--- src/rtl/alu_pkg.sv ---
// Shared ALU definitions: opcodes, controller states and flag bit positions.
package alu_pkg;

  typedef enum logic [3:0] {
    OP_ADD  = 4'b0000,
    OP_SUB  = 4'b0001,
    OP_AND  = 4'b0010,
    OP_OR   = 4'b0011,
    OP_XOR  = 4'b0100,
    OP_SLL  = 4'b0101,
    OP_SRL  = 4'b0110,
    OP_SLT  = 4'b0111,
    OP_SLTU = 4'b1000,
    OP_SRA  = 4'b1001
  } alu_op_t;

  localparam logic [3:0] ALU_OP_LAST = 4'b1001;

  typedef enum logic [1:0] {
    IDLE,
    EXEC,
    RESP
  } ctrl_state_t;

  localparam int FLAG_Z = 3;
  localparam int FLAG_N = 2;
  localparam int FLAG_C = 1;
  localparam int FLAG_V = 0;

endpackage

--- src/rtl/alu_share_ctrl_alu.sv ---
// Single-cycle 32-bit ALU with Z/N/C/V flags; C is carry for ADD and no-borrow for SUB.
module alu_share_ctrl_alu
  import alu_pkg::*;
#(
  parameter int DATA_W = 32
) (
  input  logic [DATA_W-1:0] input_A,
  input  logic [DATA_W-1:0] input_B,
  input  logic [3:0]        ALU_Control,
  output logic [DATA_W-1:0] result,
  output logic              zero,
  output logic              negative,
  output logic              carry,
  output logic              overflow
);

  logic [DATA_W:0] sum_ext;
  logic [DATA_W:0] diff_ext;
  logic [4:0]      shamt;

  assign sum_ext  = {1'b0, input_A} + {1'b0, input_B};
  assign diff_ext = {1'b0, input_A} - {1'b0, input_B};
  assign shamt    = input_B[4:0];

  always_comb begin
    result   = '0;
    carry    = 1'b0;
    overflow = 1'b0;
    case (ALU_Control)
      OP_ADD: begin
        result   = sum_ext[DATA_W-1:0];
        carry    = sum_ext[DATA_W];
        overflow = (input_A[DATA_W-1] == input_B[DATA_W-1]) &&
                   (sum_ext[DATA_W-1] != input_A[DATA_W-1]);
      end
      OP_SUB: begin
        result   = diff_ext[DATA_W-1:0];
        // A borrow shows up as the extended top bit; C reports its absence
        carry    = ~diff_ext[DATA_W];
        overflow = (input_A[DATA_W-1] != input_B[DATA_W-1]) &&
                   (diff_ext[DATA_W-1] != input_A[DATA_W-1]);
      end
      OP_AND:  result = input_A & input_B;
      OP_OR:   result = input_A | input_B;
      OP_XOR:  result = input_A ^ input_B;
      OP_SLL:  result = input_A << shamt;
      OP_SRL:  result = input_A >> shamt;
      OP_SLT:  result = {{(DATA_W-1){1'b0}}, $signed(input_A) < $signed(input_B)};
      OP_SLTU: result = {{(DATA_W-1){1'b0}}, input_A < input_B};
      OP_SRA:  result = $unsigned($signed(input_A) >>> shamt);
      default: result = '0;
    endcase
  end

  assign zero     = (result == '0);
  assign negative = result[DATA_W-1];

endmodule

--- src/rtl/alu_share_ctrl.sv ---
// Round-robin controller sharing one ALU between two requesters, with a
// registered, tagged response held under backpressure.
module alu_share_ctrl
  import alu_pkg::*;
#(
  parameter int DATA_W = 32,
  parameter int CNT_W  = 16
) (
  input  logic              clk,
  input  logic              reset,
  input  logic              req0_valid,
  output logic              req0_ready,
  input  logic [DATA_W-1:0] req0_a,
  input  logic [DATA_W-1:0] req0_b,
  input  logic [3:0]        req0_op,
  input  logic              req1_valid,
  output logic              req1_ready,
  input  logic [DATA_W-1:0] req1_a,
  input  logic [DATA_W-1:0] req1_b,
  input  logic [3:0]        req1_op,
  output logic              rsp_valid,
  input  logic              rsp_ready,
  output logic              rsp_id,
  output logic [DATA_W-1:0] rsp_result,
  output logic [3:0]        rsp_flags,
  output logic              rsp_err,
  output logic              busy,
  output logic [CNT_W-1:0]  txn_count
);

  ctrl_state_t       state, state_next;
  logic              last_id;
  logic              grant_any, grant_id;
  logic [DATA_W-1:0] op_a, op_b;
  logic [3:0]        op_code;
  logic              op_id;
  logic [DATA_W-1:0] alu_result;
  logic [3:0]        alu_flags;
  logic              illegal;

  alu_share_ctrl_alu #(.DATA_W(DATA_W)) u_alu (
    .input_A     (op_a),
    .input_B     (op_b),
    .ALU_Control (op_code),
    .result      (alu_result),
    .zero        (alu_flags[FLAG_Z]),
    .negative    (alu_flags[FLAG_N]),
    .carry       (alu_flags[FLAG_C]),
    .overflow    (alu_flags[FLAG_V])
  );

  assign illegal = (op_code > ALU_OP_LAST);

  // On a tie, the requester that did not win last time gets the grant
  always_comb begin
    state_next = state;
    grant_any  = 1'b0;
    grant_id   = 1'b0;
    req0_ready = 1'b0;
    req1_ready = 1'b0;
    case (state)
      IDLE: begin
        if (!reset) begin
          grant_any  = req0_valid | req1_valid;
          grant_id   = (req0_valid && req1_valid) ? ~last_id : req1_valid;
          req0_ready = grant_any && !grant_id;
          req1_ready = grant_any && grant_id;
          if (grant_any) state_next = EXEC;
        end
      end
      EXEC:    state_next = RESP;
      RESP:    if (rsp_ready) state_next = IDLE;
      default: state_next = IDLE;
    endcase
  end

  always_ff @(posedge clk) begin
    if (reset) begin
      state      <= IDLE;
      last_id    <= 1'b1;
      op_a       <= '0;
      op_b       <= '0;
      op_code    <= '0;
      op_id      <= 1'b0;
      rsp_id     <= 1'b0;
      rsp_result <= '0;
      rsp_flags  <= '0;
      rsp_err    <= 1'b0;
      txn_count  <= '0;
    end else begin
      state <= state_next;
      if (state == IDLE && grant_any) begin
        op_a    <= grant_id ? req1_a  : req0_a;
        op_b    <= grant_id ? req1_b  : req0_b;
        op_code <= grant_id ? req1_op : req0_op;
        op_id   <= grant_id;
        last_id <= grant_id;
      end
      if (state == EXEC) begin
        rsp_id     <= op_id;
        rsp_result <= illegal ? '0 : alu_result;
        rsp_flags  <= illegal ? 4'b0000 : alu_flags;
        rsp_err    <= illegal;
      end
      if (state == RESP && rsp_ready) txn_count <= txn_count + CNT_W'(1);
    end
  end

  assign rsp_valid = (state == RESP);
  assign busy      = (state != IDLE);

endmodule

--- config.mk ---
export PLATFORM = sky130hd
export DESIGN_NAME = alu_share_ctrl
export DESIGN_NICKNAME = d
export VERILOG_FILES = /design/src/rtl/alu_pkg.sv /design/src/rtl/alu_share_ctrl_alu.sv /design/src/rtl/alu_share_ctrl.sv
export SDC_FILE = /design/constraint.sdc
export NUM_CORES = 1
export LEC_CHECK = 0
export ABC_CLOCK_PERIOD_IN_PS = 7900
export CAP_MARGIN = 20
export CORE_MARGIN = 3
export CORE_UTILIZATION = 30
export DETAILED_ROUTE_END_ITERATION = 8
export PLACE_DENSITY = 0.49
export SETUP_SLACK_MARGIN = 0.05
export SKIP_LAST_GASP = 1
export SLEW_MARGIN = 5
export SYNTH_ARGS = -nofsm -noshare
export SYNTH_HDL_FRONTEND = slang
export SYNTH_SLANG_ARGS = --single-unit
--- constraint.sdc ---
create_clock -name clk -period 7.9 [get_ports clk]
set_input_delay 0.79 -clock clk [delete_from_list [all_inputs] [get_ports clk]]
set_output_delay 0.79 -clock clk [all_outputs]
set_load 0.05 [all_outputs]
==> results of run 1 <==
==> cell usage in the layout, fill, tap and decap left out, types with 50 or more instances in the layout <==
cell / synthesis / final
nand2_1: 149 / 148
nor2_1: 183 / 182
mux2i_1: 109 / 109
o21ai_0: 139 / 138
inv_1: 92 / 92
mux4_2: 50 / 50
or3_1: 73 / 73
dfxtp_1: 125 / 122
clkdlybuf4s50_1: 0 / 197
ha_1: 98 / 98
a21oi_1: 119 / 119
==> path summary, 6_finish.rpt <==
path	startpoint	to	cells after the start	slack [ns]
max reg2reg	op_a[17]	rsp_flags[3]	13	2.51
max	op_a[17]	rsp_flags[3]	13	2.51
min reg2reg	op_id	rsp_id	2	0.45
min	op_id	rsp_id	2	0.45
==> cell families after synthesis <==
family | count (synthesis)
xor gates and xnor gates | 24
muxes | 180
buffers and inverters | 262
DFF | 125
and+or+nand+nor | 638
AOI/OAI and AO/OA | 596
adders and majority gates | 100
==> sequential cells by signal, indices dropped and copies added (netlist names) <==
name / count
op_b: 32
rsp_id: 1
rsp_err: 1
op_id: 1
last_id: 1
rsp_result: 31
state: 2
op_code: 4
txn_count: 16
op_a: 32
rsp_flags: 4
==> power by group <==
group	internal (mW)	total, mW	leakage (nW)	switching, mW
registers	0.694	0.829	1.03	0.134
clock network	0.456	0.813	0.285	0.358
logic	0.669	1.90	5.50	1.23
total	1.82	3.54	6.81	1.73
==> through the flow <==
stage          hold slack [ns]  power [mW]  setup WS [ns]
3_5_place_dp             0.445        2.69           2.73
2_1_floorplan            0.431        1.99           3.61
6_report                 0.454        3.54           2.51
4_1_cts                  0.454        3.52           2.68
5_1_grt                  0.475        3.71           2.24
3_3_place_gp             0.441        2.70           2.41
==> worst max-delay path: stages (launching register included) <==
cell,delay [ns]
dfxtp_1,0.83
inv_1,0.33
ha_1,0.55
inv_1,0.24
nand2_1,0.13
nor3_1,0.58
nand4_1,0.31
nor3b_1,0.26
a221oi_1,0.32
o221ai_1,0.33
a2111oi_4,0.45
o221ai_2,0.13
or4_1,0.52
o41ai_2,0.28
==> layout make-up <==
cell class / count / area, um2 / area share [%]
multi-input cells: 1538 / 11300 / 63.3
clock inverters: 13 / 130 / 0.732
inverters: 98 / 368 / 2.07
flip-flops and latches: 125 / 2510 / 14.1
well taps: 656 / 821 / 4.62
clock buffers: 19 / 453 / 2.55
repair buffers: 234 / 2240 / 12.6
==> layer usage <==
layer | track usage, % | part of all wire (%)
met1 | 39.9 | 46
met4 | 9.21 | 3.3
met2 | 42.0 | 43
met5 | 0 | 0.035
met3 | 4.89 | 7.9
==> results.cfg, run 1 <==
[place]
place_area_um2 = 17200
dpl.hpwl_um = 56900
io_buffers = 198
placed_cells = 2651
place.gp.congestion = 1.03

[synthesis]
yosys-top-cells-area = dfxtp_1, ha_1, mux4_2, mux2i_1, o21ai_0
yosysMostFrequentCell = nor2_1
synth_edf_count = 0
synthesis.nets = 2166
synth_common_cells = nor2_1, nand2_1, o21ai_0, dfxtp_1, a21oi_1
synthAdderAreaFrac_pct = 8.57
synth_seq_cells = 125
synthMuxAreaShare_pct = 16.7
async_flop_share_pct = 0
yosys.area_share.simple_pct = 21.4
synth_top_family_by_area = compound AO/OA/AOI/OAI gates
netlist_area_um2 = 14800
yosysSeqAreaShare_pct = 16.9
yosysUniqueCellTypes = 99
synth_xor_xnor_area_share_pct = 1.42
avgSynthCellArea_um2 = 7.68
syn_inst = 1925
synth_compound_area_share_pct = 27.6
synth_warnings = 0
dominantRegCellSynth = dfxtp_1
post-synth-top-area-fraction_pct = 16.9
synth_top_cell_by_area = dfxtp_1

[global_routing]
grt_pass1_vias = 15700
antenna_found_initial = 5
grt_usage_pct = 27.8
grt_overflow_total = 0
grt_max_degree = 83
grt_pass1_wl_um = 109000

[setup_path]
critical_path_arrival_ns = 5.78
start_kind = register
path_class = register to register
worst_setup_path_end_kind = register
timing.critical_path.required_ns = 8.29
critPathMaxFanout = 12

[layout]
nNetsFinal = 2255
fin_cells = 2683
fillers = 5162
area_growth_pct = 20.3
stdcell_area_um2 = 17800
drive_above_1_share_pct = 8.73
insertedDiodeCount = 0
utilization_pct = 36.8

[timing]
min_period_ns = 5.39
hold_violations = 0
relSlewSlack_pct = 23.4
tightest_slew_ns = 1.14
rsz0062_at_grt = no
finClkSkew_ns = 0.0252
setup_tns_ns = 0
max_freq_ghz = 0.185
fin_crit_sh_pct = 68.3
drv_slew = 0
setup_violations = 0

[clocking]
clk_pin_slew_worst_paths_ns = 0.07
cts_made_buffers = 17
cts.sinks = 125
cts-root-buf = clkbuf_16
clk_path_buf_depth = 2
h-tree-depth = 4
cts_resized = 0
cts_tree = yes
cts_setup_buffers = 0
ctsHoldBuffers = 0
clk-insertion-delay-late_ns = 0.50

[detailed_routing]
avgViaCountPerCell = 6.17
drc = 0
routed_wl_um = 74800
vias = 16600
first_pass_iters = 5
wl_per_cell_um = 27.9
drtAntennaViolNets = 0
drtIter0Drc = 1934

[die]
die_h_um = 228
rows = 80
num_io_pins = 199
dieArea_um2 = 52000
core_um2 = 48200
die_x_um = 228
initial_utilization_pct = 30.6

[worst_hold_path]
min_path_type = register to register

[run_status]
status = finished, final reports clean

[pwr]
powerDensity_nw_per_um2 = 199
cellLeakagePower_nw = 6.81
ir_worst_vdd_mv = 0.153

[flow_run]
cap_violations = 0
Note: power is estimated with default switching activity, not from simulation.
==> run 2: changes to the inputs <==
Settings changed: ABC_CLOCK_PERIOD_IN_PS 7900 to 4800, PLACE_DENSITY 0.49 to 0.51.
Clock period 7.9 ns to 4.8 ns, I/O delays scaled along.
==> results.cfg, run 2 (synthesis gave the netlist of run 1 again) <==
[timing]
hold_violations = 0
layout_setup_ws_ns = 0.270
max_freq_ghz = 0.221
min_period_ns = 4.53
finClkSkew_ns = 0.0178
hold_slack_ns = 0.456
rsz0062_at_grt = no
drv_slew = 0
setup_tns_ns = 0
fin_crit_sh_pct = 94.4
tightest_slew_ns = 1.15
relSlewSlack_pct = 23.1
setup_violations = 0

[setup_path]
worst_setup_path_end_kind = register
path_class = register to register
r2r_cells = 13
start_kind = register
worstReg2RegEnd = rsp_flags[3]
r2r_start = op_a[6]
path_buf_inv = 1
critPathSlowestCell = a211oi_1
timing.critical_path.required_ns = 5.19
cp_top_family = compound AO/OA/AOI/OAI gates
worstPathCellList = inv_1 -> ha_4 -> and3_1 -> a221o_1 -> a211oi_1 -> o22a_1 -> nand2b_1 -> o311ai_1 -> mux2_1 -> a22oi_1 -> nand4_1 -> or4_1 -> o41ai_2
crit_path_max_incr_delay_ns = 0.75
critPathMaxFanout = 17
ff2ff_setup_slack_ns = 0.27
critical_path_arrival_ns = 4.92

[pwr]
cellLeakagePower_nw = 7.54
p_total_mw = 6.13
powerDensity_nw_per_um2 = 323
ir_worst_vdd_mv = 0.275

[clocking]
cts-root-buf = clkbuf_16
clk_pin_slew_worst_paths_ns = 0.06
cts_made_buffers = 17
cts_tree = yes
cts.sinks = 125
clk-insertion-delay-late_ns = 0.49
h-tree-depth = 4
ctsHoldBuffers = 0
clk_path_buf_depth = 2

[detailed_routing]
first_pass_iters = 6
wl_per_cell_um = 26.5
drtIter0Drc = 2359
vias = 17000
drtAntennaViolNets = 0
routed_wl_um = 74800
drc = 0
avgViaCountPerCell = 6.02

[worst_hold_path]
whs_path_depth = 2
hp-start = rsp_id
min_path_type = register to register
whs_endpoint = rsp_id

[die]
die_h_um = 228
initial_utilization_pct = 30.6
dieArea_um2 = 52000
die_x_um = 228
num_io_pins = 199
core_um2 = 48200
rows = 80

[global_routing]
grt_pass1_wl_um = 110000
grt_pass1_vias = 16400
grt_overflow_total = 0
grt_usage_pct = 27.9
grt_max_degree = 92
antenna_found_initial = 0

[run_status]
status = finished, final reports clean

[layout]
nNetsFinal = 2395
final_cell_mix = clkdlybuf4s50_1, nor2_1, buf_4, nand2_1, o21ai_0
drive_above_1_share_pct = 14.9
fillers = 5073
reg.largest.list = op_a (32), op_b (32), rsp_result (31)
multi_input_area_um2 = 11300
regArea_um2 = 2510
layout_commonest_cell = clkdlybuf4s50_1
stdcell_area_um2 = 19000
area_growth_pct = 28.3

[place]
place_area_um2 = 18300
dpl.hpwl_um = 59000
place.gp.congestion = 1.04
pre_cts_slack_ns = 0.0511
io_buffers = 198

[flow_run]
cap_violations = 0
[run 2: changes by cell type in the layout (fill, tap and decap cells not counted), sizes merged]
cell      before  now
diode          0    1
buf           37  177
clkinvlp       2    0
clkbuf        19   17
clkinv         8   12
[run 2: worst max path at each step]
stage	startpoint	to	cells past startpoint
2_1_floorplan	op_b[2]	rsp_flags[3]	17
3_3_place_gp	op_b[1]	rsp_flags[3]	13
3_5_place_dp	op_a[6]	rsp_flags[3]	13
4_1_cts	op_a[6]	rsp_flags[3]	14
5_1_grt	op_a[8]	rsp_flags[3]	13
6_report	op_a[6]	rsp_flags[3]	13
[run 2: power breakdown]
| part | leakage, nW | internal (mW) | switching (mW) |
|---|---|---|---|
| Combinational | 6.22 | 1.37 | 2.21 |
| Clock | 0.289 | 0.728 | 0.580 |
| Sequential | 1.03 | 1.14 | 0.104 |
[run 2: routing by layer]
metal	global-route usage, %	wire (um)	vias to the layer above
met1	39.3	33200	8293
li1	-	-	7657
met4	9.85	2490	0
met5	0	0	-
met3	4.44	6310	149
met2	43.3	32800	904
[run 2: timing repair]
item	in CTS	in global routing
endpoints found under the hold margin	0	0
endpoints found under the setup margin	1	1
setup buffers	0	0
gates resized for setup	1	8
[run 2: worst register-to-register path: stages, from the launching register on]
cell and delay, ns:
dfxtp_1 0.55, inv_1 0.18, ha_4 0.35, and3_1 0.22
a221o_1 0.30, a211oi_1 0.75, o22a_1 0.32, nand2b_1 0.18
o311ai_1 0.13, mux2_1 0.34, a22oi_1 0.19, nand4_1 0.13
or4_1 0.54, o41ai_2 0.27
[run 2: final cells by class]
| cell class | instances | area share, % |
|---|---|---|
| antenna | 1 | 0.0132 |
| clock buffer | 17 | 2.24 |
| clock inverter | 15 | 0.818 |
| inverter | 98 | 1.94 |
| multi-input combinational | 1538 | 59.5 |
| sequential | 125 | 13.2 |
| tap | 656 | 4.33 |
| timing repair buffer | 374 | 17.9 |
[run 2: per-stage QoR]
step                utilization [%]  instances
global route                   39.3       2823
global placement               38.0       2791
detailed placement             38.0       2791
floorplan                         -       1925
CTS                            39.2       2823
finish                         39.3       2824
